===== src/rtl/klein_key_sched_if.sv =====
// Key-in / round-key-out handshake bundle for the KLEIN-80 key schedule.
// master drives the key and accepts round keys; slave is the schedule block.
interface klein_key_sched_if;
    logic [79:0] key;
    logic        key_valid;
    logic        key_ready;
    logic [63:0] rk_data;
    logic [4:0]  rk_idx;
    logic        rk_valid;
    logic        rk_ready;
    logic        done;

    modport master (
        output key, key_valid, rk_ready,
        input  key_ready, rk_data, rk_idx, rk_valid, done
    );

    modport slave (
        input  key, key_valid, rk_ready,
        output key_ready, rk_data, rk_idx, rk_valid, done
    );
endinterface


===== src/rtl/klein_key_sched.sv =====
// KLEIN-80 key schedule: expands a master key into NR+1 round keys, one step
// per cycle, then streams them out last-to-first for a decryption datapath.
module klein_key_sched #(
    parameter int unsigned NR = 16
) (
    input  logic               clk,
    input  logic               rst_n,
    klein_key_sched_if.slave   bus
);

    localparam int unsigned KEY_W = 80;
    localparam int unsigned RK_W  = 64;
    localparam int unsigned IDX_W = 5;
    localparam int unsigned CNT_W = 8;
    localparam int unsigned SLOTS = 32;

    localparam logic [1:0] IDLE   = 2'd0;
    localparam logic [1:0] EXPAND = 2'd1;
    localparam logic [1:0] STREAM = 2'd2;

    function automatic logic [3:0] sbox(input logic [3:0] x);
        logic [3:0] y;
        case (x)
            4'h0: y = 4'h7;  4'h1: y = 4'h4;  4'h2: y = 4'hA;  4'h3: y = 4'h9;
            4'h4: y = 4'h1;  4'h5: y = 4'hF;  4'h6: y = 4'hB;  4'h7: y = 4'h0;
            4'h8: y = 4'hC;  4'h9: y = 4'h3;  4'hA: y = 4'h2;  4'hB: y = 4'h6;
            4'hC: y = 4'h8;  4'hD: y = 4'hE;  4'hE: y = 4'hD;  default: y = 4'h5;
        endcase
        return y;
    endfunction

    // One key-schedule step: rotate halves, Feistel swap, round constant, S-box.
    function automatic logic [KEY_W-1:0] ks_step(input logic [KEY_W-1:0] s,
                                                 input logic [CNT_W-1:0] i);
        logic [39:0] ar, br, na, nb;
        ar = {s[71:40], s[79:72]};
        br = {s[31:0],  s[39:32]};
        na = br;
        nb = ar ^ br;
        na[23:16] = na[23:16] ^ i;
        for (int n = 0; n < 4; n++) begin
            nb[16+4*n +: 4] = sbox(nb[16+4*n +: 4]);
        end
        return {na, nb};
    endfunction

    logic [1:0]       state, state_nxt;
    logic [CNT_W-1:0] cnt, cnt_nxt;
    logic [KEY_W-1:0] sk, sk_nxt;
    logic             key_ready_q, key_ready_nxt;
    logic             rk_valid_q, rk_valid_nxt;
    logic             done_q, done_nxt;
    logic [IDX_W-1:0] rk_idx_q, rk_idx_nxt;
    logic [RK_W-1:0]  rk_data_q, rk_data_nxt;

    logic             slot_we;
    logic [IDX_W-1:0] slot_wa;
    logic [RK_W-1:0]  slot_wd;
    logic [RK_W-1:0]  slot [SLOTS];
    logic [RK_W-1:0]  slot_rd;
    logic [KEY_W-1:0] ks_out;

    assign ks_out  = ks_step(sk, cnt);
    assign slot_rd = slot[rk_idx_q - IDX_W'(1)];

    always_ff @(posedge clk or negedge rst_n) begin
        if (!rst_n) begin
            state       <= IDLE;
            cnt         <= '0;
            sk          <= '0;
            key_ready_q <= 1'b1;
            rk_valid_q  <= 1'b0;
            done_q      <= 1'b0;
            rk_idx_q    <= '0;
            rk_data_q   <= '0;
        end else begin
            state       <= state_nxt;
            cnt         <= cnt_nxt;
            sk          <= sk_nxt;
            key_ready_q <= key_ready_nxt;
            rk_valid_q  <= rk_valid_nxt;
            done_q      <= done_nxt;
            rk_idx_q    <= rk_idx_nxt;
            rk_data_q   <= rk_data_nxt;
        end
    end

    // Round-key storage holds no secrets on the outputs unless rk_valid is set.
    always_ff @(posedge clk) begin
        if (slot_we) begin
            slot[slot_wa] <= slot_wd;
        end
    end

    always_comb begin
        state_nxt     = state;
        cnt_nxt       = cnt;
        sk_nxt        = sk;
        key_ready_nxt = key_ready_q;
        rk_valid_nxt  = rk_valid_q;
        done_nxt      = 1'b0;
        rk_idx_nxt    = rk_idx_q;
        rk_data_nxt   = rk_data_q;
        slot_we       = 1'b0;
        slot_wa       = '0;
        slot_wd       = '0;

        case (state)
            IDLE: begin
                if (bus.key_valid && key_ready_q) begin
                    state_nxt     = EXPAND;
                    sk_nxt        = bus.key;
                    cnt_nxt       = CNT_W'(1);
                    key_ready_nxt = 1'b0;
                    slot_we       = 1'b1;
                    slot_wa       = IDX_W'(1);
                    slot_wd       = bus.key[79:16];
                end
            end

            EXPAND: begin
                sk_nxt  = ks_out;
                cnt_nxt = cnt + CNT_W'(1);
                slot_we = 1'b1;
                slot_wa = IDX_W'(cnt + CNT_W'(1));
                slot_wd = ks_out[79:16];
                // Last step feeds the first streamed key straight from the datapath.
                if (cnt == CNT_W'(NR)) begin
                    state_nxt    = STREAM;
                    cnt_nxt      = '0;
                    rk_valid_nxt = 1'b1;
                    rk_idx_nxt   = IDX_W'(NR + 1);
                    rk_data_nxt  = ks_out[79:16];
                end
            end

            STREAM: begin
                if (bus.rk_ready) begin
                    if (rk_idx_q == IDX_W'(1)) begin
                        state_nxt     = IDLE;
                        rk_valid_nxt  = 1'b0;
                        done_nxt      = 1'b1;
                        key_ready_nxt = 1'b1;
                        rk_idx_nxt    = '0;
                        rk_data_nxt   = '0;
                    end else begin
                        rk_idx_nxt  = rk_idx_q - IDX_W'(1);
                        rk_data_nxt = slot_rd;
                    end
                end
            end

            default: begin
                state_nxt     = IDLE;
                key_ready_nxt = 1'b1;
                rk_valid_nxt  = 1'b0;
                rk_idx_nxt    = '0;
                rk_data_nxt   = '0;
            end
        endcase
    end

    assign bus.key_ready = key_ready_q;
    assign bus.rk_valid  = rk_valid_q;
    assign bus.done      = done_q;
    assign bus.rk_idx    = rk_idx_q;
    assign bus.rk_data   = rk_data_q;

endmodule

===== src/flat_wrapper.sv =====
// flat-port wrapper written by rule: the top's interface ports become plain ports
module klein_key_sched_flat 
#(
    parameter int unsigned NR = 16
)
  (clk, rst_n, bus_key, bus_key_valid, bus_rk_ready, bus_key_ready, bus_rk_data, bus_rk_idx, bus_rk_valid, bus_done);
  klein_key_sched_if bus_i ();
  input  logic clk;
  input  logic rst_n;
  input wire logic [$bits(bus_i.key)-1:0] bus_key;
  input wire logic [$bits(bus_i.key_valid)-1:0] bus_key_valid;
  input wire logic [$bits(bus_i.rk_ready)-1:0] bus_rk_ready;
  output wire logic [$bits(bus_i.key_ready)-1:0] bus_key_ready;
  output wire logic [$bits(bus_i.rk_data)-1:0] bus_rk_data;
  output wire logic [$bits(bus_i.rk_idx)-1:0] bus_rk_idx;
  output wire logic [$bits(bus_i.rk_valid)-1:0] bus_rk_valid;
  output wire logic [$bits(bus_i.done)-1:0] bus_done;
  assign bus_i.key = bus_key;
  assign bus_i.key_valid = bus_key_valid;
  assign bus_i.rk_ready = bus_rk_ready;
  assign bus_key_ready = bus_i.key_ready;
  assign bus_rk_data = bus_i.rk_data;
  assign bus_rk_idx = bus_i.rk_idx;
  assign bus_rk_valid = bus_i.rk_valid;
  assign bus_done = bus_i.done;
  klein_key_sched #(.NR(NR)) u_core (.clk(clk), .rst_n(rst_n), .bus(bus_i));
endmodule

===== config.mk =====
export PLATFORM = sky130hd
export DESIGN_NAME = klein_key_sched_flat
export DESIGN_NICKNAME = d
export VERILOG_FILES = /design/src/rtl/klein_key_sched_if.sv /design/src/rtl/klein_key_sched.sv /design/src/flat_wrapper.sv
export SDC_FILE = /design/constraint.sdc
export NUM_CORES = 2
export LEC_CHECK = 0
export ABC_AREA = 1
export CELL_PAD_IN_SITES_DETAIL_PLACEMENT = 0
export CELL_PAD_IN_SITES_GLOBAL_PLACEMENT = 1
export CORE_MARGIN = 10
export CORE_UTILIZATION = 27
export CTS_BUF_LIST = sky130_fd_sc_hd__clkbuf_8
export CTS_CLUSTER_SIZE = 40
export DETAILED_ROUTE_END_ITERATION = 7
export PLACE_DENSITY_LB_ADDON = 0.1
export SYNTH_ARGS = -nofsm -noshare
export SYNTH_HDL_FRONTEND = slang
export SYNTH_SLANG_ARGS = --single-unit

===== constraint.sdc =====
create_clock -name clk -period 8 [get_ports clk]
set_input_delay 1.2 -clock clk [delete_from_list [all_inputs] [get_ports clk]]
set_output_delay 1.2 -clock clk [all_outputs]
set_load 0.02 [all_outputs]

**After elaboration in Yosys (flattened, before gate mapping)**

Memories as Yosys holds them, arrays and structs flattened.
Cells that the tools add are included.

- $add $sub $neg: 2
- Eq/ne operators: 8
- Multiplexer cells: 37
- Bitwise operators: 4
- Reduce and logical (&&, ||, !) cells: 8

Operator list:

| operator | count |
|---|---|
| 64-bit 2-to-1 mux | 4 |
| 64-bit one-hot mux with 3 select lines | 1 |
| 80-bit one-hot mux with 2 select lines | 1 |
| 64-bit one-hot mux with 2 select lines | 1 |
| 80-bit 2-to-1 mux | 1 |
| 40-bit XOR | 1 |
| 8-bit 2-to-1 mux | 2 |
| 8-bit one-hot mux with 2 select lines | 1 |
| 5-bit 2-to-1 mux | 3 |
| 5-bit one-hot mux with 3 select lines | 1 |
| 1-bit 2-to-1 mux | 13 |
| 4-bit AND reduction | 3 |
| 5-bit one-hot mux with 2 select lines | 1 |
| 8-bit by 1-bit adder with 8-bit output (second input constant) | 1 |
| 8-bit by 5-bit == test with 1-bit output (second input constant) | 1 |
| 2-bit 2-to-1 mux | 4 |
| 8-bit XOR | 1 |
| 2-bit by 1-bit inequality test with 1-bit output (second input constant) | 3 |
| 1-bit one-hot mux with 3 select lines | 2 |
| 2-bit one-hot mux with 3 select lines | 1 |
| 5-bit by 1-bit == test with 1-bit output (second input constant) | 1 |
| 5-bit by 1-bit subtractor with 5-bit output (second input constant) | 1 |
| 3-bit AND reduction | 1 |
| 2-bit by 1-bit == test with 1-bit output (second input constant) | 1 |
| other kinds (8) | 9 |

- Register bits after elaboration: 162
- Bits in writable memories: 2048
- ROM bits: 256
- Input port bits: 84
- Output and inout bits: 72
- Logic and storage cells: 72
- Memories: 5

Memories:

| name | words | width | read ports | clocked after memory_dff | write ports | line | text |
|---|---|---|---|---|---|---|---|
| u_core.slot | 32 | 64 | 1 | 0 | 1 | klein_key_sched.sv:59 | `logic [RK_W-1:0] slot [SLOTS];` |
| (no name shown) | 16 | 4 | 1 | 0 | 0 | klein_key_sched.sv:23 | `case (x)` |
| (no name shown) | 16 | 4 | 1 | 0 | 0 | klein_key_sched.sv:23 |  |
| (no name shown) | 16 | 4 | 1 | 0 | 0 | klein_key_sched.sv:23 |  |
| (no name shown) | 16 | 4 | 1 | 0 | 0 | klein_key_sched.sv:23 |  |

**Longest topological paths before layout**

- Depth in word-level cells: 5
- Depth in mapped cells: 16
- Gate-level depth less buffers: 11

**Worst setup path before layout**

Ideal clock, no wire load.

- Path kind: in2reg
- Start: in bus_key_valid
- End: mem u_core.slot[16][0] (enable)
- Arrival time: 4.598 ns
- Required time: 7.513 ns
- Path slack: 2.916 ns
- Stages: 4
- Cells stage by stage: nand3_1 clkbuf_1 nand4_1 nor2_1

- Word-level cells in the longest chain between the ends: 5
- Elaborated cells on any way between the ends: 7
- Classes of those cells: 6 x mux; 1 x reduce/logical

RTL lines:

| element | line | text |
|---|---|---|
| from (decl) | flat_wrapper.sv:11 | `input wire logic [$bits(bus_i.key_valid)-1:0] bus_key_valid;` |
| 1-bit logical AND * | klein_key_sched.sv:110 | `if (bus.key_valid && key_ready_q) begin` |
| 1-bit 2-to-1 mux | klein_key_sched.sv:110 |  |
| 1-bit one-hot mux with 2 select lines | klein_key_sched.sv:108 | `case (state)` |
| 1-bit 2-to-1 mux | klein_key_sched.sv:90 | `if (slot_we) begin` |
| 1-bit 2-to-1 mux (not written as such) | klein_key_sched.sv:91 | `slot[slot_wa] <= slot_wd;` |
| to (decl) | klein_key_sched.sv:59 |  |

Mark *: on every way between the ends. The rest lies on a longest branch, timed or not.

**Worst setup path in the final report**

- Start: reg u_core.state[1]
- End: mem u_core.slot[2][23] (enable)

- Word-level cells in the longest chain between the ends: 4
- Elaborated cells on any way between the ends: 6
- Classes of those cells: 1 x eq/ne; 4 x mux; 1 x reduce/logical

RTL lines:

| element | line | text |
|---|---|---|
| from (decl) | klein_key_sched.sv:47 | `logic [1:0] state, state_nxt;` |
| from (signal assigned) | klein_key_sched.sv:77 | `state <= state_nxt;` |
| 2-bit by 1-bit == test with 1-bit output or 2-bit logical NOT (tied branches) | klein_key_sched.sv:108 |  |
| 1-bit one-hot mux with 2 select lines | klein_key_sched.sv:108 |  |
| 1-bit 2-to-1 mux | klein_key_sched.sv:90 |  |
| 1-bit 2-to-1 mux (not written as such) | klein_key_sched.sv:91 |  |

Parallel ways exist; a longest one is shown, timed or not.

==> out/qor.json <==
{
  "dieArea": {"value": 358000, "unit": "sq um"},
  "num_rows": {"value": 212},
  "setup_slack": {"value": 3.31, "unit": "ns"},
  "final_non_filler_cell_total": {"value": 12800},
  "synth_seq_cells": {"value": 2210},
  "ys_top_cells_by_area": {"value": "edfxtp_1 68%, nand3_1 11%, nand2_1 10%, dfrtp_1 4.5%, buf_2 1.5%"},
  "synth.top_cell.area_share": {"value": 0.680},
  "dp_cells": {"value": 12000},
  "syn2layout_area_growth": {"value": 16.4, "unit": "%"},
  "clkTransAtPathRegs": {"value": 0.06, "unit": "ns"},
  "worstSetupStartpointType": {"value": "register"},
  "dr.first_iter.drc_count": {"value": 4914},
  "period_share": {"value": 0.586},
  "setup_total_negative_slack": {"value": 0, "unit": "ns"},
  "starting_density_of_the_core": {"value": 0.271},
  "maxCapViolCount": {"value": 0},
  "hold_path.class": {"value": "input port to asynchronous set/reset pin"},
  "worst_skew_pair.late_latency": {"value": 1.06, "unit": "ns"},
  "power.density": {"value": 423, "unit": "nW/um^2"},
  "run_status": {"value": "finished, final reports clean"},
  "floorplan.core_area": {"value": 333000, "unit": "sq um"},
  "worstPathRequired": {"value": 8.64, "unit": "ns"},
  "max_freq": {"value": 213, "unit": "MHz"},
  "total_leakage_power": {"value": 38.3, "unit": "nW"},
  "synthDominantAreaCellType": {"value": "edfxtp_1"},
  "fin_util": {"value": 0.316},
  "cts.sinks": {"value": 2210},
  "post-synth-top-count-cell": {"value": "nand2_1"},
  "filler_cell_count": {"value": 33700},
  "pin_count_of_the_biggest_net_entering_global_routing": {"value": 173},
  "hpwl": {"value": 196000, "unit": "um"},
  "dr.pass1.iters": {"value": 5},
  "worst-slew-pin-transition": {"value": 1.34, "unit": "ns"},
  "chipHeight": {"value": 599, "unit": "um"},
  "ios": {"value": 156},
  "design_area": {"value": 105000, "unit": "sq um"},
  "ctsHoldBuffers": {"value": 0},
  "synth_cells": {"value": 7808},
  "ys_top_cells_by_count": {"value": "2442 x nand2_1, 2048 x edfxtp_1, 1977 x nand3_1"},
  "io_buffers": {"value": 155},
  "synth.lib_cells_used.distinct": {"value": 28},
  "globalplace.congestion": {"value": 0.771},
  "critical_path_class": {"value": "register to register"},
  "postRouteAntennaNets": {"value": 0},
  "timing.final.setup_violations": {"value": 0},
  "grt_pass1_wl": {"value": 486000, "unit": "um"},
  "cts_buffers": {"value": 411},
  "die_width": {"value": 599, "unit": "um"},
  "via_per_inst": {"value": 4.78},
  "cts-root-to-sink-buffers": {"value": 4},
  "finalNetCount": {"value": 8178},
  "avgSynthCellArea": {"value": 11.6, "unit": "sq um"},
  "max_slew_margin": {"value": 0.108},
  "fin_worst_skew": {"value": 0.0615, "unit": "ns"},
  "critical_path.endpoint_type": {"value": "register"},
  "mappedNetlistArea": {"value": 90400, "unit": "sq um"},
  "synthesis.nets": {"value": 7915},
  "tritoncts_clock_tree": {"value": "yes"},
  "most_used_dff_post_synth": {"value": "edfxtp_1"},
  "routedWlPerCell": {"value": 27.2, "unit": "um"},
  "grt_setup_unrepaired": {"value": "false"},
  "ctsRootBufferMaster": {"value": "clkbuf_8"},
  "report.final.slew_viol_count": {"value": 0},
  "globalRouteTotalUtil": {"value": 0.188},
  "cts_repair_resize_count": {"value": 0},
  "peakVddDrop": {"value": 592, "unit": "uV"},
  "total_grt_overflow": {"value": 0},
  "final_period_minus_worst_setup_slack": {"value": 4.69, "unit": "ns"},
  "synthesis.yosys.warnings": {"value": 0},
  "postSynth.asyncResetShare": {"value": 0.0733},
  "drive_above_1_share": {"value": 0.0967},
  "via_count": {"value": 61100},
  "post-cts-setup-buffer-count": {"value": 0},
  "number_of_antenna_violations_at_the_first_check_in_global_routing": {"value": 12},
  "hold_viol": {"value": 0},
  "pre_cts_ws": {"value": 2.27, "unit": "ns"},
  "seq_area_frac_synth": {"value": 0.725},
  "critPathArrivalTime": {"value": 5.33, "unit": "ns"},
  "first_global_vias": {"value": 60100},
  "drc_viols": {"value": 0},
  "number_of_enable_type_register_cells_in_the_synthesized_netlist": {"value": 2048},
  "timing.critical_path.fanout_max": {"value": 57},
  "placement.cell_area": {"value": 97800, "unit": "sq um"},
  "detail_route.wirelength": {"value": 348000, "unit": "um"},
  "cts-htree-levels": {"value": 5}
}
[where the power goes]
part           internal (W)  switching [W]  total [W]
Clock               0.00514        0.00497     0.0101
Combinational       0.00423         0.0146     0.0189
Sequential           0.0151       0.000478     0.0156
[critical path, stage by stage, from the launching register on]
cell	delay, ns
dfrtp_1	0.39
inv_1	0.13
ha_4	0.49
buf_4	0.61
nand2_1	0.15
inv_1	0.11
nand3_1	0.64
nor2_4	1.06
buf_4	0.58
[path summary, 6_finish.rpt]
check,startpoint,to,slack [ns],depth (start not counted)
setup reg to reg,u_core.state[1],u_core.slot[2][23],3.31,8
max in group asynchronous,rst_n,u_core.bus.rk_data[42],6.60,2
hold reg to reg,u_core.bus.rk_data[44],u_core.bus.rk_data[44],0.48,2
hold / removal,rst_n,u_core.bus.rk_data[51],0.14,1
setup / recovery,u_core.state[1],u_core.slot[2][23],3.31,8
min in group clk,u_core.bus.rk_data[44],u_core.bus.rk_data[44],0.48,2
[layer usage]
| layer | wire [um] | global-route usage | up-vias |
|---|---|---|---|
| met5 | 0 | 0 | - |
| met4 | 11100 | 0.0561 | 0 |
| met3 | 14000 | 0.0235 | 466 |
| met2 | 166000 | 0.314 | 1442 |
| met1 | 156000 | 0.255 | 31100 |
| li1 | - | - | 28100 |
[per-stage QoR]
step / hold WS, ns / total power (W)
floorplan: 0.490 / 0.0258
global placement: 0.464 / 0.0350
detailed placement: 0.469 / 0.0351
CTS: 0.0629 / 0.0453
global route: 0.133 / 0.0471
finish: 0.136 / 0.0445
[state kept, by name, summed over array words and instances (netlist names)]
| name | count |
|---|---|
| u_core.bus.rk_idx | 5 |
| u_core.bus.rk_data | 64 |
| u_core.slot | 2048 |
| u_core.bus.done | 1 |
| u_core.sk | 80 |
| u_core.bus.key_ready | 1 |
| u_core.cnt | 8 |
| u_core.bus.rk_valid | 1 |
| u_core.state | 2 |
[layout make-up]
class                           instances  area, sq um  area share
Tap cell                             4387         5490      0.0521
Inverter                              188          723     0.00687
Clock buffer                          431         5930      0.0563
Antenna cell                            8         20.0    0.000190
Sequential cell                      2210        65600       0.623
Multi-Input combinational cell       4915        22700       0.216
Timing Repair Buffer                  345         3400      0.0323
Clock inverter                        312         1460      0.0139
[layout by cell type, fill, tap and decap left out, drive strengths merged]
cell and instances:
a211oi 1, a21oi 51, a31oi 46, buf 191
bufinv 6, clkbuf 431, clkdlybuf4s50 154, clkinv 136
clkinvlp 8, dfrtp 161, dfstp 1, diode 8
edfxtp 2048, ha 23, inv 350, nand2 2442
nand3 1977, nand4 2, nor2 131, nor3 3
o211ai 29, o21a 3, o21ai 122, o22ai 7
or2 38, xnor2 30, xor2 10
[kinds of logic (layout without fill, tap and decap cells)]
| kind of cell | count (synthesis) | after routing | synth area share |
|---|---|---|---|
| fa+ha+maj | 23 | 23 | 0.00318 |
| xor+xnor | 40 | 40 | 0.00396 |
| compound gates | 259 | 259 | 0.0160 |
| other cells | 0 | 8 | 0 |
| simple gates | 4593 | 4593 | 0.219 |
| flops | 2210 | 2210 | 0.725 |
| buf+inv | 683 | 1276 | 0.0325 |
Power figures use the tool's default switching activity.
